### config.mk
export PLATFORM = sky130hd
export DESIGN_NAME = cache_controller_flat
export DESIGN_NICKNAME = d
export VERILOG_FILES = /design/src/rtl/cache_controller_pkg.sv /design/src/rtl/cache_controller_if.sv /design/src/rtl/cache_controller_perf_counter.sv /design/src/rtl/cache_controller.sv /design/src/flat_wrapper.sv
export SDC_FILE = /design/constraint.sdc
export NUM_CORES = 1
export LEC_CHECK = 0
export BUFFER_PORTS_ARGS = -buffer_cell sky130_fd_sc_hd__buf_4
export CORE_MARGIN = 2
export CORE_UTILIZATION = 35
export CTS_BUF_LIST = sky130_fd_sc_hd__clkbuf_4 sky130_fd_sc_hd__clkbuf_8 sky130_fd_sc_hd__clkbuf_16
export CTS_CLUSTER_SIZE = 14
export DETAILED_ROUTE_END_ITERATION = 6
export PLACE_DENSITY_LB_ADDON = 0.05
export SYNTH_ARGS = -nofsm -noshare
export SYNTH_HDL_FRONTEND = slang
export SYNTH_HIERARCHICAL = 1
export SYNTH_SLANG_ARGS = --single-unit
### constraint.sdc
create_clock -name clk -period 4.7 [get_ports clk]
set_clock_uncertainty 0.2 [all_clocks]
set_input_delay 0.47 -clock clk [delete_from_list [all_inputs] [get_ports clk]]
set_output_delay 0.47 -clock clk [all_outputs]
set_load 0.02 [all_outputs]
### src/rtl/cache_controller_pkg.sv
// Shared types and constants for the 2-way set-associative L1 cache controller.
package cache_controller_pkg;

  typedef enum logic [1:0] {
    CHECK     = 2'd0,
    WRITEBACK = 2'd1,
    ALLOCATE  = 2'd2
  } cache_state_t;

  localparam int CACHE_WAYS = 2;

endpackage

### src/rtl/cache_controller_if.sv
// Controller-side bundle: CPU request/response, pmem handshake, datapath status and array strobes.
interface cache_controller_if;
  logic mem_read, mem_write, mem_resp;
  logic pmem_read, pmem_write, pmem_resp;
  logic hit, comp2, LRU_out, dirty_LRU;
  logic LRU_write, LRU_in;
  logic v1_write, v1_in, d1_write, d1_in, t1_write, data1_write;
  logic v2_write, v2_in, d2_write, d2_in, t2_write, data2_write;
  logic allocate_sel;

  modport master (
    input  mem_read, mem_write, pmem_resp, hit, comp2, LRU_out, dirty_LRU,
    output mem_resp, pmem_read, pmem_write, LRU_write, LRU_in,
    output v1_write, v1_in, d1_write, d1_in, t1_write, data1_write,
    output v2_write, v2_in, d2_write, d2_in, t2_write, data2_write,
    output allocate_sel
  );

  modport slave (
    output mem_read, mem_write, pmem_resp, hit, comp2, LRU_out, dirty_LRU,
    input  mem_resp, pmem_read, pmem_write, LRU_write, LRU_in,
    input  v1_write, v1_in, d1_write, d1_in, t1_write, data1_write,
    input  v2_write, v2_in, d2_write, d2_in, t2_write, data2_write,
    input  allocate_sel
  );
endinterface

### src/rtl/cache_controller_perf_counter.sv
// Wrapping enable-increment event counter with synchronous active-high reset.
module cache_perf_counter #(
  parameter int CNT_W = 16
) (
  input  logic             clk,
  input  logic             rst,
  input  logic             en,
  output logic [CNT_W-1:0] count
);

  always_ff @(posedge clk) begin
    if (rst)     count <= '0;
    else if (en) count <= count + 1'b1;
  end

endmodule

### src/rtl/cache_controller.sv
// Write-back / write-allocate L1 controller: decodes datapath status into array
// strobes and pmem requests, and keeps hit/miss performance counters.
module cache_controller
  import cache_controller_pkg::*;
#(
  parameter int CNT_W = 16
) (
  input  logic               clk,
  input  logic               reset,
  cache_controller_if.master bus,
  output logic [CNT_W-1:0]   hit_count,
  output logic [CNT_W-1:0]   miss_count
);

  localparam logic [1:0] ST_CHECK = CHECK;
  localparam logic [1:0] ST_WB    = WRITEBACK;
  localparam logic [1:0] ST_ALLOC = ALLOCATE;

  logic [1:0] state_p0, state_nxt;
  logic       first_chk_p0;
  logic       req, hit_inc, miss_inc;

  // A simultaneous read and write is serviced as a write.
  assign req = bus.mem_read | bus.mem_write;

  always_comb begin
    state_nxt        = state_p0;
    hit_inc          = 1'b0;
    miss_inc         = 1'b0;
    bus.mem_resp     = 1'b0;
    bus.pmem_read    = 1'b0;
    bus.pmem_write   = 1'b0;
    bus.LRU_write    = 1'b0;
    bus.LRU_in       = 1'b0;
    bus.v1_write     = 1'b0;
    bus.v1_in        = 1'b0;
    bus.d1_write     = 1'b0;
    bus.d1_in        = 1'b0;
    bus.t1_write     = 1'b0;
    bus.data1_write  = 1'b0;
    bus.v2_write     = 1'b0;
    bus.v2_in        = 1'b0;
    bus.d2_write     = 1'b0;
    bus.d2_in        = 1'b0;
    bus.t2_write     = 1'b0;
    bus.data2_write  = 1'b0;
    bus.allocate_sel = 1'b0;
    if (!reset) begin
      case (state_p0)
        ST_CHECK: begin
          if (req && bus.hit) begin
            bus.mem_resp  = 1'b1;
            bus.LRU_write = 1'b1;
            bus.LRU_in    = ~bus.comp2;
            hit_inc       = first_chk_p0;
            if (bus.mem_write) begin
              if (bus.comp2) begin
                bus.data2_write = 1'b1;
                bus.d2_write    = 1'b1;
                bus.d2_in       = 1'b1;
              end else begin
                bus.data1_write = 1'b1;
                bus.d1_write    = 1'b1;
                bus.d1_in       = 1'b1;
              end
            end
          end else if (req) begin
            miss_inc  = 1'b1;
            state_nxt = bus.dirty_LRU ? ST_WB : ST_ALLOC;
          end
        end
        ST_WB: begin
          bus.pmem_write = 1'b1;
          if (bus.pmem_resp) begin
            // Clearing the victim's dirty bit flips the pmem address mux back to the CPU address.
            if (bus.LRU_out) bus.d2_write = 1'b1;
            else             bus.d1_write = 1'b1;
            state_nxt = ST_ALLOC;
          end
        end
        ST_ALLOC: begin
          bus.pmem_read = 1'b1;
          if (bus.pmem_resp) begin
            bus.allocate_sel = 1'b1;
            if (bus.LRU_out) begin
              bus.data2_write = 1'b1;
              bus.t2_write    = 1'b1;
              bus.v2_write    = 1'b1;
              bus.v2_in       = 1'b1;
              bus.d2_write    = 1'b1;
            end else begin
              bus.data1_write = 1'b1;
              bus.t1_write    = 1'b1;
              bus.v1_write    = 1'b1;
              bus.v1_in       = 1'b1;
              bus.d1_write    = 1'b1;
            end
            state_nxt = ST_CHECK;
          end
        end
        default: state_nxt = ST_CHECK;
      endcase
    end
  end

  // State and first-check flag: a hit after a fill is not counted; an idle CHECK re-arms the flag.
  always_ff @(posedge clk) begin
    if (reset) begin
      state_p0     <= ST_CHECK;
      first_chk_p0 <= 1'b1;
    end else begin
      state_p0 <= state_nxt;
      if (state_p0 == ST_CHECK) first_chk_p0 <= !(req && !bus.hit);
    end
  end

  cache_perf_counter #(.CNT_W(CNT_W)) u_hit_cnt (
    .clk   (clk),
    .rst   (reset),
    .en    (hit_inc),
    .count (hit_count)
  );

  cache_perf_counter #(.CNT_W(CNT_W)) u_miss_cnt (
    .clk   (clk),
    .rst   (reset),
    .en    (miss_inc),
    .count (miss_count)
  );

endmodule

### src/flat_wrapper.sv
// flat-port wrapper written by rule: the top's interface ports become plain ports
module cache_controller_flat import cache_controller_pkg::*;
#(
  parameter int CNT_W = 16
)
  (clk, reset, hit_count, miss_count, bus_mem_read, bus_mem_write, bus_pmem_resp, bus_hit, bus_comp2, bus_LRU_out, bus_dirty_LRU, bus_mem_resp, bus_pmem_read, bus_pmem_write, bus_LRU_write, bus_LRU_in, bus_v1_write, bus_v1_in, bus_d1_write, bus_d1_in, bus_t1_write, bus_data1_write, bus_v2_write, bus_v2_in, bus_d2_write, bus_d2_in, bus_t2_write, bus_data2_write, bus_allocate_sel);
  cache_controller_if bus_i ();
  input  logic clk;
  input  logic reset;
  output logic [CNT_W-1:0] hit_count;
  output logic [CNT_W-1:0] miss_count;
  input wire logic [$bits(bus_i.mem_read)-1:0] bus_mem_read;
  input wire logic [$bits(bus_i.mem_write)-1:0] bus_mem_write;
  input wire logic [$bits(bus_i.pmem_resp)-1:0] bus_pmem_resp;
  input wire logic [$bits(bus_i.hit)-1:0] bus_hit;
  input wire logic [$bits(bus_i.comp2)-1:0] bus_comp2;
  input wire logic [$bits(bus_i.LRU_out)-1:0] bus_LRU_out;
  input wire logic [$bits(bus_i.dirty_LRU)-1:0] bus_dirty_LRU;
  output wire logic [$bits(bus_i.mem_resp)-1:0] bus_mem_resp;
  output wire logic [$bits(bus_i.pmem_read)-1:0] bus_pmem_read;
  output wire logic [$bits(bus_i.pmem_write)-1:0] bus_pmem_write;
  output wire logic [$bits(bus_i.LRU_write)-1:0] bus_LRU_write;
  output wire logic [$bits(bus_i.LRU_in)-1:0] bus_LRU_in;
  output wire logic [$bits(bus_i.v1_write)-1:0] bus_v1_write;
  output wire logic [$bits(bus_i.v1_in)-1:0] bus_v1_in;
  output wire logic [$bits(bus_i.d1_write)-1:0] bus_d1_write;
  output wire logic [$bits(bus_i.d1_in)-1:0] bus_d1_in;
  output wire logic [$bits(bus_i.t1_write)-1:0] bus_t1_write;
  output wire logic [$bits(bus_i.data1_write)-1:0] bus_data1_write;
  output wire logic [$bits(bus_i.v2_write)-1:0] bus_v2_write;
  output wire logic [$bits(bus_i.v2_in)-1:0] bus_v2_in;
  output wire logic [$bits(bus_i.d2_write)-1:0] bus_d2_write;
  output wire logic [$bits(bus_i.d2_in)-1:0] bus_d2_in;
  output wire logic [$bits(bus_i.t2_write)-1:0] bus_t2_write;
  output wire logic [$bits(bus_i.data2_write)-1:0] bus_data2_write;
  output wire logic [$bits(bus_i.allocate_sel)-1:0] bus_allocate_sel;
  assign bus_i.mem_read = bus_mem_read;
  assign bus_i.mem_write = bus_mem_write;
  assign bus_i.pmem_resp = bus_pmem_resp;
  assign bus_i.hit = bus_hit;
  assign bus_i.comp2 = bus_comp2;
  assign bus_i.LRU_out = bus_LRU_out;
  assign bus_i.dirty_LRU = bus_dirty_LRU;
  assign bus_mem_resp = bus_i.mem_resp;
  assign bus_pmem_read = bus_i.pmem_read;
  assign bus_pmem_write = bus_i.pmem_write;
  assign bus_LRU_write = bus_i.LRU_write;
  assign bus_LRU_in = bus_i.LRU_in;
  assign bus_v1_write = bus_i.v1_write;
  assign bus_v1_in = bus_i.v1_in;
  assign bus_d1_write = bus_i.d1_write;
  assign bus_d1_in = bus_i.d1_in;
  assign bus_t1_write = bus_i.t1_write;
  assign bus_data1_write = bus_i.data1_write;
  assign bus_v2_write = bus_i.v2_write;
  assign bus_v2_in = bus_i.v2_in;
  assign bus_d2_write = bus_i.d2_write;
  assign bus_d2_in = bus_i.d2_in;
  assign bus_t2_write = bus_i.t2_write;
  assign bus_data2_write = bus_i.data2_write;
  assign bus_allocate_sel = bus_i.allocate_sel;
  cache_controller #(.CNT_W(CNT_W)) u_core (.clk(clk), .reset(reset), .bus(bus_i), .hit_count(hit_count), .miss_count(miss_count));
endmodule
==> impl_metrics.json <==
{
  "synth_area_leaders": "dfxtp_1 36%, nor2_1 7.0%, xnor2_1 5.4%",
  "tns_ns": 0,
  "ir_drop_mv": 0.1467,
  "synthFlopType": "dfxtp_1",
  "async_reset_ff_share_pct": 0,
  "nets": 288,
  "crit_required_ns": 4.71,
  "synth_edf_count": 0,
  "drt_iter0_drc": 51,
  "slowest_stage": "nor3_1",
  "hpwl_mm": 3.047,
  "tightest_slew_ns": 0.8116,
  "dieHeight_um": 78.37,
  "overflow": 0,
  "clk-insertion-delay-late_ns": 0.28,
  "htreeDepth": 2,
  "hold_path_class": "flop to flop",
  "core_mm2": 0.005439,
  "cts-root-buf": "clkbuf_8",
  "yosysTopAreaCellShare_pct": 36.20,
  "critPathCaptureType": "flop",
  "hold_buffers": 0,
  "clkTransAtPathRegs_ns": 0.08,
  "drtAntennaViolNets": 0,
  "grt_pass1_wl_mm": 7.141,
  "path_cells": "inv_1 > ha_1 > inv_2 > nor3_1 > nand4_4 > nor4_4 > or3b_1 > a21oi_1",
  "synth.largest_area_cell": "dfxtp_1",
  "portBuffers": 58,
  "synth_compound_area_share_pct": 9.114,
  "yosysWarnings": 6,
  "p_sw_share_pct": 26.91,
  "ys_ff_latch": 35,
  "switchingPower_mw": 0.1767,
  "rows": 27,
  "grt_usage_pct": 14.35,
  "start_util_pct": 35.59,
  "period_needed_ns": 2.967,
  "rsz0062_at_grt": "no",
  "netlist_area_mm2": 0.001936,
  "p_int_mw": 0.4799,
  "status": "finished clean",
  "cts_buffer_depth": 2,
  "gp_congestion": 0.7289,
  "synth_mux_area_share_pct": 3.361,
  "layout-drive-gt1-share_pct": 31.39,
  "seq_power_share_pct": 47.2,
  "min_period_over_period_pct": 63.12,
  "hold_path_depth": 1,
  "final_core_util_pct": 45.85,
  "ys_types": 42,
  "relSlewSlack_pct": 45.48,
  "reg2reg_depth": 8,
  "firstDrtPassIters": 4,
  "critPathKind": "flop to flop",
  "vias": 1697,
  "crit_arrival_ns": 2.98,
  "post-cts-setup-buffers": 0,
  "synthCells": 220,
  "numCtsBuffers": 5,
  "finalHoldViolCount": 0,
  "vias_per_cell": 4.905,
  "drv_slew": 0,
  "p_clk_share_pct": 37.0,
  "ys_seq_area_share_pct": 36.20,
  "grt_max_degree": 54,
  "antenna_found_initial": 0,
  "die_w_um": 78.37,
  "die-area_mm2": 0.006141,
  "wl_per_cell_um": 12.09,
  "synth_nets": 235,
  "p_comb_share_pct": 15.8,
  "syn2layout_area_growth_pct": 28.83,
  "synth_adder_area_share_pct": 3.878,
  "power_leakage_nw": 1.033,
  "ioPinCount": 59,
  "synth_top_family_by_area": "simple AND/OR/NAND/NOR gates",
  "cts.sinks": 35,
  "max_freq_mhz": 337.1,
  "drc_errors": 0,
  "start_kind": "flop",
  "drt-total-wl_mm": 4.182,
  "syn-mean-instance-area_um2": 8.798,
  "power_density_mw_per_mm2": 263.3,
  "first_global_vias": 1569,
  "worst_path_largest_cell_delay_ns": 0.69,
  "ctsResizeCount": 0,
  "path_max_fanout": 8,
  "cap_violations": 0,
  "synth_xor_area_share_pct": 9.050,
  "setup_viol": 0,
  "cts_tree": "yes",
  "antenna_cells_inserted": 0,
  "synth-simple-area-share_pct": 33.35
}
==> final timing paths <==
check	start	endpoint	slack, ns
max	u_core/state_p0[0]	u_core/u_miss_cnt/count[13]	1.73
min	u_core/first_chk_p0	u_core/first_chk_p0	0.25
max reg2reg	u_core/state_p0[0]	u_core/u_miss_cnt/count[13]	1.73
min reg2reg	u_core/first_chk_p0	u_core/first_chk_p0	0.25
==> logic make-up (layout without fill, tap and decap cells) <==
logic type | count (synthesis) | after routing
simple gates | 109 | 109
fa+ha+maj | 6 | 6
mux | 6 | 6
flops | 35 | 35
xor+xnor | 20 | 20
buf+inv | 19 | 73
compound gates | 25 | 25
==> Yosys cell counts, drive strengths merged, types with 3 or more instances <==
master  instances
nor4            8
nand3          10
nor2           36
buf             6
xor2            8
nor4b           3
clkbuf          6
nor2b           4
o21ai           3
inv             7
dfxtp          35
a21oi           7
xnor2          12
mux2            4
nand2          15
nand4           8
nor3           10
ha              6
==> stage by stage <==
stage	cell area (um2)	power (mW)	setup slack [ns]	hold WS, ns	std cells
4_1_cts	2494	0.6698	1.703	0.2587	346
5_1_grt	2494	0.6938	1.474	0.3086	346
3_5_place_dp	2390	0.4224	1.720	0.2435	338
2_1_floorplan	1936	0.3884	1.940	0.2267	220
3_3_place_gp	2390	0.4219	1.813	0.2537	338
6_report	2494	0.6565	1.734	0.2539	346
==> routing by layer <==
layer / vias to the layer above / routed length (um) / GRT usage [%]
li1: 870 / - / -
met1: 777 / 2048 / 18.32
met2: 45 / 1799 / 23.36
met3: 5 / 283 / 4.023
met4: 0 / 50 / 4.737
met5: - / 0 / 0
==> cell usage in the layout (no fill, tap or decap), types with 3 or more instances in the layout <==
cell type,n
xnor2_1,12
clkbuf_8,7
inv_1,6
nand4_1,4
nor2_1,36
xor2_1,8
nor2b_1,4
buf_4,58
dfxtp_1,35
a21oi_1,7
nand2_1,15
nand3_1,10
nor3_1,10
mux2_2,4
ha_1,6
nor4_1,6
o21ai_0,3
==> power by group through the flow <==
stage                     logic (mW)  registers [mW]  clock network, mW
after floorplan               0.0697           0.319                  0
after global placement         0.105           0.317                  0
after detailed placement       0.105           0.317                  0
after CTS                      0.105           0.310              0.254
after global routing           0.115           0.312              0.267
final                          0.104           0.310              0.243
==> critical path: cells and delay by family, from the launching register on <==
family,cells,cell delay (ns)
AOI/OAI and AO/OA,1,0.14
adders and majority gates,1,0.28
buffers and inverters,2,0.19
DFF,1,0.36
and+or+nand+nor,4,1.72
==> cell type report <==
type                       count  area (um2)
sequential                    35       700.7
tap                           72       90.09
clock buffer                   7       96.34
inverter                       7       26.28
timing repair buffer          58       435.4
clock inverter                 1       7.507
fill                         556        2945
multi-input combinational    166        1137
==> flip-flops by register name, summed over array words and instances, names as in the netlist <==
register	count
u_core/state_p0	2
u_core/u_miss_cnt/count	16
u_core/u_hit_cnt/count	16
u_core/first_chk_p0	1
Power figures use the tool's default switching activity.
